<file path="config.mk">
export PLATFORM = sky130hd
export DESIGN_NAME = pipe_stage_buffer
export DESIGN_NICKNAME = d
export VERILOG_FILES = /design/src/rtl/pipe_pkg.sv /design/src/rtl/pipe_sat_counter.sv /design/src/rtl/pipe_stage_buffer.sv
export SDC_FILE = /design/constraint.sdc
export NUM_CORES = 1
export LEC_CHECK = 0
export CAP_MARGIN = 15
export CORE_MARGIN = 1
export CORE_UTILIZATION = 43
export DETAILED_ROUTE_END_ITERATION = 8
export HOLD_SLACK_MARGIN = 0.06
export PLACE_DENSITY = 0.86
export SETUP_SLACK_MARGIN = 0.4
export SLEW_MARGIN = 20
export SYNTH_ARGS = -nofsm -noshare
export SYNTH_HDL_FRONTEND = slang
export SYNTH_SLANG_ARGS = --single-unit
</file>
<file path="constraint.sdc">
create_clock -name clk -period 16 [get_ports clk]
set_input_delay 4.8 -clock clk [delete_from_list [all_inputs] [get_ports clk]]
set_output_delay 4.8 -clock clk [all_outputs]
set_load 0.005 [all_outputs]
</file>
<file path="src/rtl/pipe_pkg.sv">
// Shared definitions for the generic inter-stage pipeline register:
// stage-buffer state encoding and per-stage bundle widths.
package pipe_pkg;

    typedef enum logic [1:0] {
        EMPTY = 2'd0,
        ONE   = 2'd1,
        FULL  = 2'd2
    } pipe_state_t;

    // Control/data bundle widths used by each inter-stage register instance.
    localparam int IFID_CTRL_W  = 4;
    localparam int IFID_DATA_W  = 64;
    localparam int IDEX_CTRL_W  = 16;
    localparam int IDEX_DATA_W  = 128;
    localparam int EXMEM_CTRL_W = 8;
    localparam int EXMEM_DATA_W = 112;
    localparam int MEMWB_CTRL_W = 4;
    localparam int MEMWB_DATA_W = 72;

endpackage

</file>
<file path="src/rtl/pipe_sat_counter.sv">
// Saturating up-counter used to record back-pressure cycles for debug.
module pipe_sat_counter #(
    parameter int CNT_W = 16
) (
    input  logic             clk,
    input  logic             reset,
    input  logic             inc,
    output logic [CNT_W-1:0] cnt
);

    logic [CNT_W-1:0] cnt_reg;

    always_ff @(posedge clk or posedge reset) begin
        if (reset) begin
            cnt_reg <= '0;
        end else if (inc && (cnt_reg != {CNT_W{1'b1}})) begin
            cnt_reg <= cnt_reg + 1'b1;
        end
    end

    assign cnt = cnt_reg;

endmodule

</file>
<file path="src/rtl/pipe_stage_buffer.sv">
// Generic pipeline stage register: control + data bundles with valid/ready,
// hazard stall, flush-to-bubble, optional skid entry and a hold-cycle counter.
module pipe_stage_buffer
    import pipe_pkg::*;
#(
    parameter int CTRL_W     = 16,
    parameter int DATA_W     = 128,
    parameter int SKID       = 0,
    parameter int CLEAR_DATA = 1,
    parameter int CNT_W      = 16
) (
    input  logic              clk,
    input  logic              reset,
    input  logic              i_flush,
    input  logic              i_stall,
    input  logic              i_valid,
    output logic              o_ready,
    input  logic [CTRL_W-1:0] i_ctrl,
    input  logic [DATA_W-1:0] i_data,
    output logic              o_valid,
    input  logic              i_ready,
    output logic [CTRL_W-1:0] o_ctrl,
    output logic [DATA_W-1:0] o_data,
    output logic [CNT_W-1:0]  o_hold_cnt
);

    pipe_state_t       state_reg, state_next;
    logic [CTRL_W-1:0] head_ctrl_reg, head_ctrl_next;
    logic [DATA_W-1:0] head_data_reg, head_data_next;
    logic [CTRL_W-1:0] skid_ctrl_reg, skid_ctrl_next;
    logic [DATA_W-1:0] skid_data_reg, skid_data_next;
    logic              head_valid;
    logic              in_xfer;
    logic              out_xfer;
    logic              hold_inc;

    assign head_valid = (state_reg != EMPTY);

    // With a skid entry, ready depends only on state and stall, never on i_ready.
    generate
        if (SKID != 0) begin : g_ready_skid
            assign o_ready = !i_stall && (state_reg != FULL);
        end else begin : g_ready_flat
            assign o_ready = !i_stall && (!head_valid || i_ready);
        end
    endgenerate

    assign in_xfer  = i_valid && o_ready;
    assign out_xfer = head_valid && i_ready && !i_stall;

    always_comb begin
        state_next     = state_reg;
        head_ctrl_next = head_ctrl_reg;
        head_data_next = head_data_reg;
        skid_ctrl_next = skid_ctrl_reg;
        skid_data_next = skid_data_reg;
        if (i_flush) begin
            state_next     = EMPTY;
            head_ctrl_next = '0;
            skid_ctrl_next = '0;
            if (CLEAR_DATA != 0) begin
                head_data_next = '0;
                skid_data_next = '0;
            end
        end else begin
            case (state_reg)
                EMPTY: begin
                    if (in_xfer) begin
                        state_next     = ONE;
                        head_ctrl_next = i_ctrl;
                        head_data_next = i_data;
                    end
                end
                ONE: begin
                    if (in_xfer && out_xfer) begin
                        head_ctrl_next = i_ctrl;
                        head_data_next = i_data;
                    end else if (in_xfer && (SKID != 0)) begin
                        // Head is blocked: park the new entry behind it.
                        state_next     = FULL;
                        skid_ctrl_next = i_ctrl;
                        skid_data_next = i_data;
                    end else if (out_xfer) begin
                        state_next = EMPTY;
                    end
                end
                FULL: begin
                    if (out_xfer) begin
                        state_next     = ONE;
                        head_ctrl_next = skid_ctrl_reg;
                        head_data_next = skid_data_reg;
                    end
                end
                default: state_next = EMPTY;
            endcase
        end
    end

    always_ff @(posedge clk or posedge reset) begin
        if (reset) begin
            state_reg     <= EMPTY;
            head_ctrl_reg <= '0;
            head_data_reg <= '0;
            skid_ctrl_reg <= '0;
            skid_data_reg <= '0;
        end else begin
            state_reg     <= state_next;
            head_ctrl_reg <= head_ctrl_next;
            head_data_reg <= head_data_next;
            skid_ctrl_reg <= skid_ctrl_next;
            skid_data_reg <= skid_data_next;
        end
    end

    // Bubble: control reads as a NOP whenever the head is not valid.
    genvar gi;
    generate
        for (gi = 0; gi < CTRL_W; gi++) begin : g_bubble
            assign o_ctrl[gi] = head_ctrl_reg[gi] & head_valid;
        end
    endgenerate

    assign o_valid = head_valid;
    assign o_data  = head_data_reg;

    // The flush cycle itself is not counted as a hold.
    assign hold_inc = head_valid && !out_xfer && !i_flush;

    pipe_sat_counter #(
        .CNT_W(CNT_W)
    ) u_hold_cnt (
        .clk  (clk),
        .reset(reset),
        .inc  (hold_inc),
        .cnt  (o_hold_cnt)
    );

endmodule

</file>
Word-level counts from Yosys, hierarchy flattened

Index checks and enable logic that the tools add are counted.

$add $sub $neg: 1
$mul: 0
Div/mod/pow operators: 0
$lt $le $gt $ge: 0
Equality and inequality tests: 8
Shift operators: 0
Multiplexer cells: 16
Bitwise operators: 16
Reduce and logical (&&, ||, !) cells: 18

Operators by type and width:

| operator                                                        | count |
|---|---|
| 128-bit 2-to-1 mux                                              | 4 |
| 128-bit case mux with 3 select lines                            | 1 |
| 16-bit 2-to-1 mux                                               | 4 |
| 16-bit case mux with 3 select lines                             | 1 |
| 16-bit by 1-bit adder with 16-bit output, second input constant | 1 |
| 1-bit bitwise AND                                               | 16 |
| 16-bit inequality test, second input constant                   | 1 |
| 3-bit inequality test, second input constant                    | 5 |
| 2-bit 2-to-1 mux                                                | 5 |
| 1-bit logical AND                                               | 8 |
| 4-bit AND reduction                                             | 2 |
| 2-bit case mux with 3 select lines                              | 1 |
| 1-bit logical NOT                                               | 4 |
| 4-bit nonzero test                                              | 1 |
| 2-bit by 1-bit == test with 1-bit output, second input constant | 1 |
| 2-bit == test, second input constant                            | 1 |
| 2-bit logical NOT                                               | 1 |
| 2-bit nonzero test                                              | 1 |
| 1-bit logical OR                                                | 1 |

Register bits: 162
Bits in latches: 0
Bits in writable memories: 0
Bits in read-only memories: 0
Input bits: 150
Word-level logic and storage cells: 63
Memories: 0

Depth between registers and ports, before layout

Gate-level depths: netlist (run 1).

Depth in word-level cells: 9
Gate-level depth with buffers: 7
Mapped depth without buffers: 5

Modules after synthesis

From an unflattened synthesis (run 1), not the netlist that was laid out.

Cell total of the unflattened synthesis: 721
Area, all modules: 7402.1 um2

Modules (own cells, without submodules):

| module            | instances | cells each | area an instance (um2) | seq. area each (um2) |
|---|---|---|---|---|
| pipe_stage_buffer | 1         | 650        | 6596.3                 | 3628.5 |
| pipe_sat_counter  | 1         | 71         | 805.8                  | 400.4 |

Least setup slack after synthesis (run 1)

No wires, ideal clock.

Kind: input port to output port
From: input i_ready
To: output o_ready
Arrival: 5043 ps
Required time: 11200 ps
Setup slack: 6157 ps
Cell stages on the path: 2
Buffers on the path: 0
Path through: inv_1 > a21oi_2

Longest elaborated chain between the ends: 2

Ends and longest elaborated chain:

| item              | RTL line                | RTL |
|---|---|---|
| from (decl)       | pipe_stage_buffer.sv:21 | `input logic i_ready,` |
| 1-bit logical OR  | pipe_stage_buffer.sv:44 | `assign o_ready = !i_stall && (!head_valid \|\| i_ready);` |
| 1-bit logical AND | pipe_stage_buffer.sv:44 |  |
| to (decl)         | pipe_stage_buffer.sv:17 | `output logic o_ready,` |

Every way passes these cells.

Worst setup path in the final report (run 1)

Same ends and word-level chain as after synthesis.

==> summary.md, run 1 <==
| Metric | Value |
|---|---|
| GRT Residual Overflow | 0 |
| Via Count | around 4800 |
| Io pins | 312 |
| Drt drc | 0 |
| Max Cap Viol | 0 |
| Main synth FF type | dfrtp_1 |
| Clock sink count | approximately 160 |
| Top cell type's share of synthesized area | 0.665 |
| Post-Route WL | 17000 um |
| Reg-to-Reg End | o_data[4]$_DFFE_PP0P_ |
| Max FFs per register | ~130 |
| Largest net degree at the start of global routing | between 80 and 90 |
| Fin nets | slightly below 900 |
| 1st-iter DRT viols | 289 |
| Initial Util | 0.438 |
| Critical path's largest stage delay | around 0.57 ns |
| Top cells by area, synth | dfrtp_1 (67%), a22o_1 (21%), and2_1 (1.7%) |
| First-pass GRT wire length | 25800 um |
| Pins over their slew limit | 0 |
| Register area share after synthesis | 0.665 |
| Crit Reg-Reg Startpoint | state_reg[0]$_DFFE_PP0P_ |
| Post-cts resize count | 0 |
| DP HPWL | roughly 12000 um |
| Worst slew pin tran | roughly 0.85 ns |
| Tmin final | about 11 ns |
| H-tree lvl count | 4 |
| Commonest cells in the netlist | dfrtp_1 (161), a22o_1 (144), buf_2 (17) |
| Async SR Flop Fraction | 1.00 |
| Final Hold Viols | 0 |
| CTS Hold Buffers Added | 0 |
| CTS buffer count | 17 |
| Cell Count Post-Placement | 878 |
| Clk Tree Root Cell | clkbuf_16 |
| Status | completed |
| CP max stage cell | clkdlybuf4s50_1 |
| Crit-path cells | clkdlybuf4s50_1 > inv_1 > a21oi_2 > clkdlybuf4s50_1 |
| Share of cells above drive strength 1 | 0.0711 |
| RSZ-0062 raised after global routing | no |
| Endpoints failing setup | 0 |
| Pwr per Cell Area | roughly 100 mW/mm^2 |
| Synth warn | 0 |
| Setup_tns | 0 ns |
| Hold Slack | around 0.50 ns |
| Post-DR vias/cell | approximately 5.3 |
| Top-count cell post-synth | dfrtp_1 |
| Insertion delay to the later sink of the worst-skew pair | about 0.4 ns |
| Crit-path max FO | 3 |
| Syn Area/Cell | between 10 and 15 um^2 |
| Setup bufs post-CTS | 0 |
| WL/cell | approximately 19 um |
| CP Launch Type | input pin |
| Final Skew | 0.00823 ns |
| Reg2Reg Depth | 4 |
| CP endpoint kind | primary output |
| Worst setup path class | input pin to primary output |
| Core Area | between 0.01 and 0.015 mm^2 |
| Full die area | roughly 0.015 mm^2 |
| Antenna Nets Post-Route | 0 |
| Gp weighted congestion | between 0.7 and 0.8 |
| Vias in the first global route | roughly 5000 |
| R2r setup slk | around 13 ns |
| Lkg Pwr | 4.46 nW |
| Launch point of the worst path | i_ready |
| CTS clk-pin slew, worst paths | about 0.050 ns |
| Final worst-path cycle share | 0.684 |
| Number of flops mapped to enable cells by yosys | 0 |
| Synth Instances | roughly 420 |
| Biggest area consumer among synthesized cells | dfrtp_1 |
| TritonCTS clock tree | built |
| Die Ht | between 100 and 150 um |
| Layout area overhead | 64.0% |
| Post-route insts no fill | roughly 900 |
| Initial antenna violation count | 0 |
| DRT Pass-1 Iters | 4 |
| Worst EP required | about 11 ns |
| Count of input and output buffers | 311 |
| CP dominant cell by count | clkdlybuf4s50_1 |
| Synth cell types | 33 |
| Hold depth | 1 |
| Clk buf depth | 2 |
| Multi-input gate area | 0.00186 mm^2 |
| Total track usage | 0.233 |
| Peak VDD IR | approximately 0.065 mV |
| FMAX | between 90 and 100 MHz |
| Die W | 121 um |
| Diode count | 0 |
| Synth Cell Area | about 0.0061 mm^2 |
| Synth Net Count | approximately 570 |
| Rel. slew slack | 0.432 |
| Hold path start | o_data[125]$_DFFE_PP0P_ |
| Hold WC Path Type | flop to flop |
| Num rows | 43 |
| Synthesized flop and latch total | approximately 160 |
| Crit path DAT | ~6.2 ns |
| Fillers | between 800 and 900 |
| Hold EP | o_data[125]$_DFFE_PP0P_ |
| Storage cell area | roughly 0.004 mm^2 |
cell usage in the layout (no fill, tap or decap), drive strengths merged:
cell type      count
nor4               6
mux2               3
a22o             144
nor4b              2
nor2               3
clkdlybuf4s50    311
a21oi              2
and2              16
bufinv             3
xor2              11
nor3b              1
nor3               5
clkinv             4
nand3              6
ha                 1
and3               2
inv                3
o32a               1
dfrtp            161
and2b              1
a31oi              2
nand2              5
and3b              1
clkinvlp           3
and4               1
clkbuf            21
nand2b             3
buf                5
nand4              4
area by class of cell:
| cell class | count | share of cell area |
|---|---|---|
| Sequential cell | 161 | 0.406 |
| Clock buffer | 21 | 0.0484 |
| Clock inverter | 11 | 0.0154 |
| Tap cell | 180 | 0.0227 |
| Inverter | 2 | 0.00126 |
| Timing Repair Buffer | 316 | 0.319 |
| Multi-Input combinational cell | 220 | 0.187 |
routing by layer:
metal,wire (um),GRT usage,vias up
met3,1210,0.0670,34
li1,-,-,2186
met2,8620,0.392,214
met4,520,0.115,0
met1,6620,0.271,2397
met5,0,0,-
power by group:
group          leakage [nW]  internal, mW  switching, mW
combinational          1.96        0.0866         0.0485
clock                 0.302         0.263          0.159
sequential             2.19         0.429         0.0185
total                  4.46         0.779          0.226
how the worst max path moves through the flow:
stage / end / slack (ns) / depth (start not counted)
floorplan: o_ready / 6.16 / 2
global placement: o_ready / 5.11 / 4
detailed placement: o_ready / 5.05 / 4
CTS: o_ready / 5.05 / 4
global route: o_ready / 4.99 / 4
finish: o_ready / 5.05 / 4
critical path: cells and delay by family:
family          cells  cell delay [ns]
buf+inv             3             1.11
compound gates      1             0.24
logic make-up after synthesis:
| logic type | count (synthesis) | share of synthesized area |
|---|---|---|
| AND/OR/NAND/NOR | 56 | 0.0663 |
| multiplexers | 3 | 0.00620 |
| buffers and inverters | 34 | 0.0283 |
| flip-flops | 161 | 0.665 |
| adder cells (fa/ha/maj) | 1 | 0.00207 |
| AO/OA/AOI/OAI | 149 | 0.216 |
| XOR/XNOR | 11 | 0.0159 |
per-stage QoR:
step	setup slack [ns]	utilization	area (um^2)	total power, mW
global placement	5.11	0.670	9270	0.584
detailed placement	5.05	0.670	9270	0.589
CTS	5.05	0.716	9900	1.02
global route	4.99	0.718	9930	1.04
floorplan	6.16	-	6060	0.496
finish	5.05	0.718	9930	1.01
Power figures use the tool's default switching activity.
==> run 2: changes to the inputs <==
--- a/config.mk
+++ b/config.mk
@@ -7,10 +7,10 @@
 export LEC_CHECK = 0
 export CAP_MARGIN = 15
 export CORE_MARGIN = 1
-export CORE_UTILIZATION = 43
+export CORE_UTILIZATION = 40
 export DETAILED_ROUTE_END_ITERATION = 8
 export HOLD_SLACK_MARGIN = 0.06
-export PLACE_DENSITY = 0.86
+export PLACE_DENSITY = 0.81
 export SETUP_SLACK_MARGIN = 0.4
 export SLEW_MARGIN = 20
 export SYNTH_ARGS = -nofsm -noshare
==> constraint.sdc (replaced) <==
create_clock -name clk -period 11.01 [get_ports clk]
set_input_delay 3.303 -clock clk [delete_from_list [all_inputs] [get_ports clk]]
set_output_delay 3.303 -clock clk [all_outputs]
set_load 0.005 [all_outputs]
==> summary.md, run 2 (same netlist as run 1, synthesis figures left out) <==
| Metric | Value |
|---|---|
| Status | complete, but fails checks |
| Failing checks | DRC |
| Die W | between 100 and 150 um |
| FMAX | 125 MHz |
| Hold WC Path Type | flop to flop |
| Largest net degree at the start of global routing | 116 |
| Rel. slew slack | 0.400 |
| CTS buffer count | 17 |
| Gp weighted congestion | 0.810 |
| Insertion delay to the later sink of the worst-skew pair | roughly 0.43 ns |
| CP endpoint kind | primary output |
| Setup bufs post-CTS | 0 |
| Crit-path cells | clkdlybuf4s50_1 > inv_1 > a21oi_2 > clkdlybuf4s50_1 |
| Fillers | 1000 |
| Pins over their slew limit | 0 |
| Reg2Reg Depth | 4 |
| Total power | around 1.5 mW |
| Setup ws final | 3.01 ns |
| Core Area | approximately 0.015 mm^2 |
| Initial Util | 0.414 |
| Hold path start | head_ctrl_reg[8]$_DFFE_PP0P_ |
| Switching Share | 0.229 |
| Io pins | 312 |
| CP dominant cell by count | clkdlybuf4s50_1 |
| Post-DR vias/cell | around 5.3 |
| Final instance area | 0.00992 mm^2 |
| Max FFs per register | between 100 and 150 |
| Reg-to-Reg End | o_data[30]$_DFFE_PP0P_ |
| Clk pwr share | 0.416 |
| Hold Slack | about 0.50 ns |
| Hold depth | 1 |
| Drt drc | 34 |
| GRT Residual Overflow | 0 |
| CP max stage cell | clkdlybuf4s50_1 |
| Final worst-path cycle share | 0.727 |
| Final Skew | approximately 0.017 ns |
| Via Count | slightly below 5000 |
| TritonCTS clock tree | built |
| Pint | between 1 and 1.5 mW |
| 1st-iter DRT viols | between 200 and 250 |
| RSZ-0062 raised after global routing | no |
| CTS Hold Buffers Added | 0 |
| CP Launch Type | input pin |
| Crit path DAT | between 4 and 5 ns |
| Final Hold Viols | 0 |
| Layout area overhead | 63.7% |
| Die Ht | approximately 130 um |
| Clk buf depth | 2 |
| Vias in the first global route | around 5100 |
| CTS clk-pin slew, worst paths | roughly 0.060 ns |
| DP HPWL | roughly 12000 um |
| Clock sink count | about 160 |
| R2r setup slk | 8.25 ns |
| Max Cap Viol | 0 |
| DRT Pass-1 Iters | 6 |
| Hold EP | head_ctrl_reg[8]$_DFFE_PP0P_ |
| Initial antenna violation count | 0 |
| Setup WS pre-CTS | roughly 3.0 ns |
| Full die area | between 0.015 and 0.02 mm^2 |
| Clk Tree Root Cell | clkbuf_16 |
| Pwr per Cell Area | about 150 mW/mm^2 |
| Multi-input gate area | around 0.0019 mm^2 |
| Tmin final | 8.00 ns |
| Most frequent cells in the layout | clkdlybuf4s50_1 (311), dfrtp_1 (161), a22o_1 (144) |
| Total track usage | 0.227 |
| WL/cell | between 15 and 20 um |
| Num rows | 44 |
| Cell Count Post-Placement | ~880 |
| Post-cts resize count | 0 |
| Critical path's largest stage delay | between 0.5 and 0.6 ns |
| Setup_tns | 0 ns |
| Count of input and output buffers | just over 300 |
| Post-route insts no fill | around 910 |
| Worst EP required | 7.71 ns |
| Core Util, Final | 0.677 |
| Commonest non-fill, non-tap cell in the layout | clkdlybuf4s50_1 |
| Crit Reg-Reg Startpoint | state_reg[0]$_DFFE_PP0P_ |
| H-tree lvl count | 4 |
| Crit-path max FO | 3 |
| Worst setup path class | input pin to primary output |
| Antenna Nets Post-Route | 0 |
| Endpoints failing setup | 0 |
| Post-Route WL | roughly 17000 um |
| Lkg Pwr | around 4.5 nW |
| Comb pwr share | 0.136 |
| Switching pwr | about 0.33 mW |
| Fin nets | between 800 and 900 |
| First-pass GRT wire length | roughly 27000 um |
| Area after DPL | between 0.009 and 0.01 mm^2 |
| Seq pwr share | 0.448 |
| Storage cell area | 0.00403 mm^2 |
| Peak VDD IR | about 0.11 mV |
| Share of cells above drive strength 1 | 0.0685 |
| Worst slew pin tran | 0.900 ns |
| Diode count | 0 |
[run 2: layout make-up]
class / count / area share
well taps: 184 / 0.0232
clock buffers: 20 / 0.0461
flip-flops and latches: 161 / 0.406
clock inverters: 12 / 0.0158
repair buffers: 315 / 0.320
multi-input cells: 220 / 0.188
inverters: 2 / 0.00126
[run 2: metal layers]
layer | wire (um) | track usage
met4 | 537 | 0.108
met2 | 8860 | 0.394
met3 | 1230 | 0.0732
met5 | 0 | 0
met1 | 6780 | 0.254
[run 2: critical path: cells and delay by family]
family | cells | cell delay [ns]
buffers and inverters | 3 | 1.13
AO/OA/AOI/OAI | 1 | 0.26
[run 2: power groups by stage]
stage / combinational (mW) / clock [mW] / sequential [mW]
floorplan: 0.0629 / 0 / 0.659
global placement: 0.192 / 0 / 0.658
detailed placement: 0.197 / 0 / 0.660
CTS: 0.198 / 0.616 / 0.651
global route: 0.212 / 0.641 / 0.655
finish: 0.197 / 0.604 / 0.651
[run 2: worst max path at each step]
stage / to / startpoint / slack [ns]
2_1_floorplan: head_ctrl_reg[0]$_DFFE_PP0P_ / reset / 3.36
3_3_place_gp: o_ready / i_ready / 3.10
3_5_place_dp: o_ready / i_ready / 3.02
4_1_cts: o_ready / i_ready / 3.01
5_1_grt: o_ready / i_ready / 2.96
6_report: o_ready / i_ready / 3.01
==> run 3: changes to the inputs <==
==> constraint.sdc (replaced) <==
create_clock -name clk -period 7.55 [get_ports clk]
set_input_delay 2.265 -clock clk [delete_from_list [all_inputs] [get_ports clk]]
set_output_delay 2.265 -clock clk [all_outputs]
set_load 0.005 [all_outputs]
==> summary.md, run 3 (same netlist as run 1, synthesis figures left out) <==
| Metric | Value |
|---|---|
| Cell Count Post-Placement | 881 |
| Die W | 125 um |
| Hold WC Path Type | flop to flop |
| Io pins | approximately 310 |
| Count of input and output buffers | about 310 |
| Share of cells above drive strength 1 | 0.0632 |
| Setup_tns | 0 ns |
| Setup ws final | ~1.7 ns |
| Commonest non-fill, non-tap cell in the layout | clkdlybuf4s50_1 |
| Setup WS pre-CTS | 1.70 ns |
| CP endpoint kind | primary output |
| Max FFs per register | around 130 |
| Drt drc | 34 |
| Setup bufs post-CTS | 0 |
| Crit-path cells | clkdlybuf4s50_1 > inv_1 > a21oi_2 > clkdlybuf4s50_1 |
| Total track usage | 0.228 |
| Full die area | roughly 0.016 mm^2 |
| Initial Util | 0.414 |
| DRT Pass-1 Iters | 7 |
| Most frequent cells in the layout | clkdlybuf4s50_1 (311), dfrtp_1 (161), a22o_1 (144) |
| Final Hold Viols | 0 |
| Die Ht | between 100 and 150 um |
| Clock sink count | between 150 and 200 |
| Max Cap Viol | 0 |
| Initial antenna violation count | 0 |
| Hold Slack | between 0.5 and 0.6 ns |
| Fillers | around 1000 |
| Failing checks | DRC |
| Pins over their slew limit | 0 |
| Core Area | about 0.015 mm^2 |
| Clk Tree Root Cell | clkbuf_16 |
| Insertion delay to the later sink of the worst-skew pair | approximately 0.42 ns |
| Rel. slew slack | 0.284 |
| First-pass GRT wire length | roughly 28000 um |
| H-tree lvl count | 4 |
| Layout area overhead | 61.9% |
| Worst slew pin tran | approximately 1.1 ns |
| CP dominant cell by count | clkdlybuf4s50_1 |
| Worst path top cell family by delay | buffers and inverters |
| Final instance area | around 0.0098 mm^2 |
| Pwr per Cell Area | slightly above 200 mW/mm^2 |
| Post-route insts no fill | between 900 and 1000 |
| Antenna Nets Post-Route | 0 |
| Peak VDD IR | around 0.15 mV |
| RSZ-0062 raised after global routing | no |
| Fin nets | roughly 870 |
| R2r setup slk | ~4.7 ns |
| Lkg Pwr | ~4.4 nW |
| Final Skew | 0.00852 ns |
| Critical path's largest stage delay | 0.55 ns |
| CP max stage cell | clkdlybuf4s50_1 |
| Num rows | between 40 and 50 |
| Diode count | 0 |
| Critical path buffer and inverter count | 3 |
| Worst setup path class | input pin to primary output |
| Via Count | 4857 |
| Final worst-path cycle share | 0.777 |
| FMAX | 171 MHz |
| Endpoints failing setup | 0 |
| CTS Hold Buffers Added | 0 |
| Gp weighted congestion | 0.800 |
| Post-Route WL | 17300 um |
| Post-DR vias/cell | roughly 5.3 |
| Vias in the first global route | roughly 5200 |
| GRT Residual Overflow | 0 |
| DP HPWL | 11900 um |
| Tmin final | 5.86 ns |
| TritonCTS clock tree | built |
| Total power | between 2 and 2.5 mW |
| Crit path DAT | about 3.6 ns |
| CTS clk-pin slew, worst paths | about 0.060 ns |
| Post-cts resize count | 0 |
| Largest net degree at the start of global routing | 116 |
| Status | complete, but fails checks |
| CTS buffer count | 17 |
| Crit-path max FO | 3 |
| Area after DPL | 0.00928 mm^2 |
| Core Util, Final | 0.670 |
| Worst EP required | 5.29 ns |
| WL/cell | about 19 um |
| 1st-iter DRT viols | 306 |
| CP Launch Type | input pin |
| Clk buf depth | 2 |
==> run 3: cell count changes in the layout (fill, tap and decap cells not counted), sizes merged <==
cell	before	now
clkinvlp	1	5
clkinv	6	4
buf	4	3
clkbuf	20	22
bufinv	3	0
inv	4	2
==> run 3: metal layers <==
| metal | track usage | wire [um] | vias up | share of wire |
|---|---|---|---|---|
| met1 | 0.272 | 6790 | 2401 | 0.39 |
| met4 | 0.107 | 580 | 0 | 0.034 |
| met3 | 0.0693 | 1310 | 44 | 0.076 |
| met2 | 0.378 | 8590 | 224 | 0.50 |
| li1 | - | - | 2188 | - |
| met5 | 0 | 0 | - | 0 |
==> run 3: layout make-up <==
class / instances / area [um^2] / area share
multi-input combinational: 220 / 1860 / 0.190
sequential: 161 / 4030 / 0.411
clock buffer: 22 / 464 / 0.0473
timing repair buffer: 314 / 3150 / 0.321
tap: 184 / 230 / 0.0235
clock inverter: 9 / 61.3 / 0.00625
inverter: 2 / 15.0 / 0.00153
==> run 3: power breakdown <==
group	leakage, nW	internal [mW]	switching (mW)
registers	2.19	0.910	0.0387
logic	1.95	0.183	0.104
clock network	0.244	0.434	0.334
==> run 3: final timing paths <==
check                                              start                       endpoint  depth (start not counted)
max                                              i_ready                        o_ready                          4
min                        head_ctrl_reg[12]$_DFFE_PP0P_  head_ctrl_reg[12]$_DFFE_PP0P_                          1
max reg2reg                     state_reg[0]$_DFFE_PP0P_         o_data[95]$_DFFE_PP0P_                          4
min reg2reg                head_ctrl_reg[12]$_DFFE_PP0P_  head_ctrl_reg[12]$_DFFE_PP0P_                          1
max in group asynchronous                          reset  head_ctrl_reg[15]$_DFFE_PP0P_                          3
min in group asynchronous                          reset         o_data[89]$_DFFE_PP0P_                          2
==> edit (settings of run 3) <==
The parameter `CTRL_W` goes from 16 to 32.
--- a/src/rtl/pipe_stage_buffer.sv
+++ b/src/rtl/pipe_stage_buffer.sv
@@ -5,3 +5,3 @@
 #(
-    parameter int CTRL_W     = 16,
+    parameter int CTRL_W     = 32,
     parameter int DATA_W     = 128,
Interface: changed (resized i_ctrl and o_ctrl); port bits go from 312 to 344. The function was not compared with the original's and may differ.
==> edit against run 3 <==
Cell area rose by 10%; synthesized cell count increased by 13%; highest routed layer unchanged; worst setup slack better by 0.020 ns; sequential power grew 9.6%; critical endpoint unchanged; largest cell class unchanged; sequential cell count grew 16; area after synthesis is 10% higher; global-route usage is 0.16 points higher; routed wire length grew 12%; power rose by 8.5%; sequential share of layout area is 0.064 points lower.
==> edit: results (changes against run 3) <==
----------------------------------------------------
[Place]
  Pre-CTS worst setup slack ... 1.70 ns (-0.00108 ns)
  Cell Count Post-Placement ... 993 (+13%)
  Final HPWL from detailed placement ... 13800 um (+15%)
  Placed inst area ... 10200 um2 (+10%)
  Gpl congestion ... 0.830 (+3.7%)

[Synthesis]
  Mapped Cells ... 469 (+13%)
  Synth Area in XOR/XNOR ... 0.0183 (+0.00243)
  Number of unique standard cell types used by synthesis ... 32 (-3.0%)
  Compound-Gate Fraction of Synth Area ... 0.213 (-0.00316)
  Number of register bits inferred by synthesis ... 177 (+9.9%)
  Portion of the post-synthesis area used by sequential elements ... 0.662 (-0.00285)
  Most common library cells after synthesis ... 177 x sky130_fd_sc_hd__dfrtp_1, 160 x sky130_fd_sc_hd__a22o_1, 33 x sky130_fd_sc_hd__buf_2, 32 x sky130_fd_sc_hd__and2_1, 14 x sky130_fd_sc_hd__xor2_1

[Detailed routing]
  Iteration-0 DRC count of the detailed router ... 268 (-12%)
  Wire length on met3 ... 1280 um (-2.7%)
  Met2 WL post-DR ... 10200 um (+18%)
  Drt first pass iters ... 4 (-3)
  Routed WL ... 19400 um (+12%)

[Power]
  Switching power ... 0.502 mW (+5.3%)
  Comb. pwr ... 0.299 mW (+5%)
  Clock network power ... 0.833 mW (+8.5%)

[Global routing]
  Global-route track usage on met1 ... 0.267 (-0.00426)
  Vias in the first global route ... 5608 (+7.5%)
  Routing usage on met2 ... 0.403 (+0.0252)
  Met3 capacity usage during global routing ... 0.0621 (-0.00721)
  Overall fraction of global-route tracks in use ... 0.229 (+0.00157)

[Layout]
  Share of cells above drive strength 1 ... 0.0532 (-0.00997)
  Sequential share of cell area ... 0.410 (-0.000645)
  Data buffer area share ... 0.321 (+0.000328)
  Layout clock buffer count ... 24 (+9.1%)
  Clock network contribution to total cell area ... 0.0519 (-0.00169)
  Layout Nets ... 963 (+11%)

[Run status]
  Status ... completed

[Floorplanning]
  Horiz. Die Dim ... 131 um (+5.0%)

[Timing]
  Post-route clock skew ... 0.00935 ns (+0.000834 ns)

[Setup path]
  Data arrival, critical path ... 3.58 ns (-0.02 ns)

----------------------------------------------------
[edit: worst reg2reg max path, stage by stage, from the launching register on]
cell                      delay [ns]
sky130_fd_sc_hd__dfrtp_2        0.72
sky130_fd_sc_hd__a21oi_2        0.18
sky130_fd_sc_hd__a21oi_4        0.85
sky130_fd_sc_hd__buf_4          0.71
sky130_fd_sc_hd__a22o_1         0.29
[edit: final timing paths]
| kind | startpoint | end | slack [ns] | cells after the start |
|---|---|---|---|---|
| max | i_ready | o_ready | 1.71 | 4 |
| max in group asynchronous | reset | head_ctrl_reg[19] | 3.87 | 3 |
| min | u_hold_cnt.cnt[7] | u_hold_cnt.cnt[7] | 0.50 | 1 |
| min in group asynchronous | reset | o_data[120] | 2.37 | 2 |
| max reg2reg | state_reg[0] | o_data[1] | 4.74 | 4 |
| min reg2reg | u_hold_cnt.cnt[7] | u_hold_cnt.cnt[7] | 0.50 | 1 |
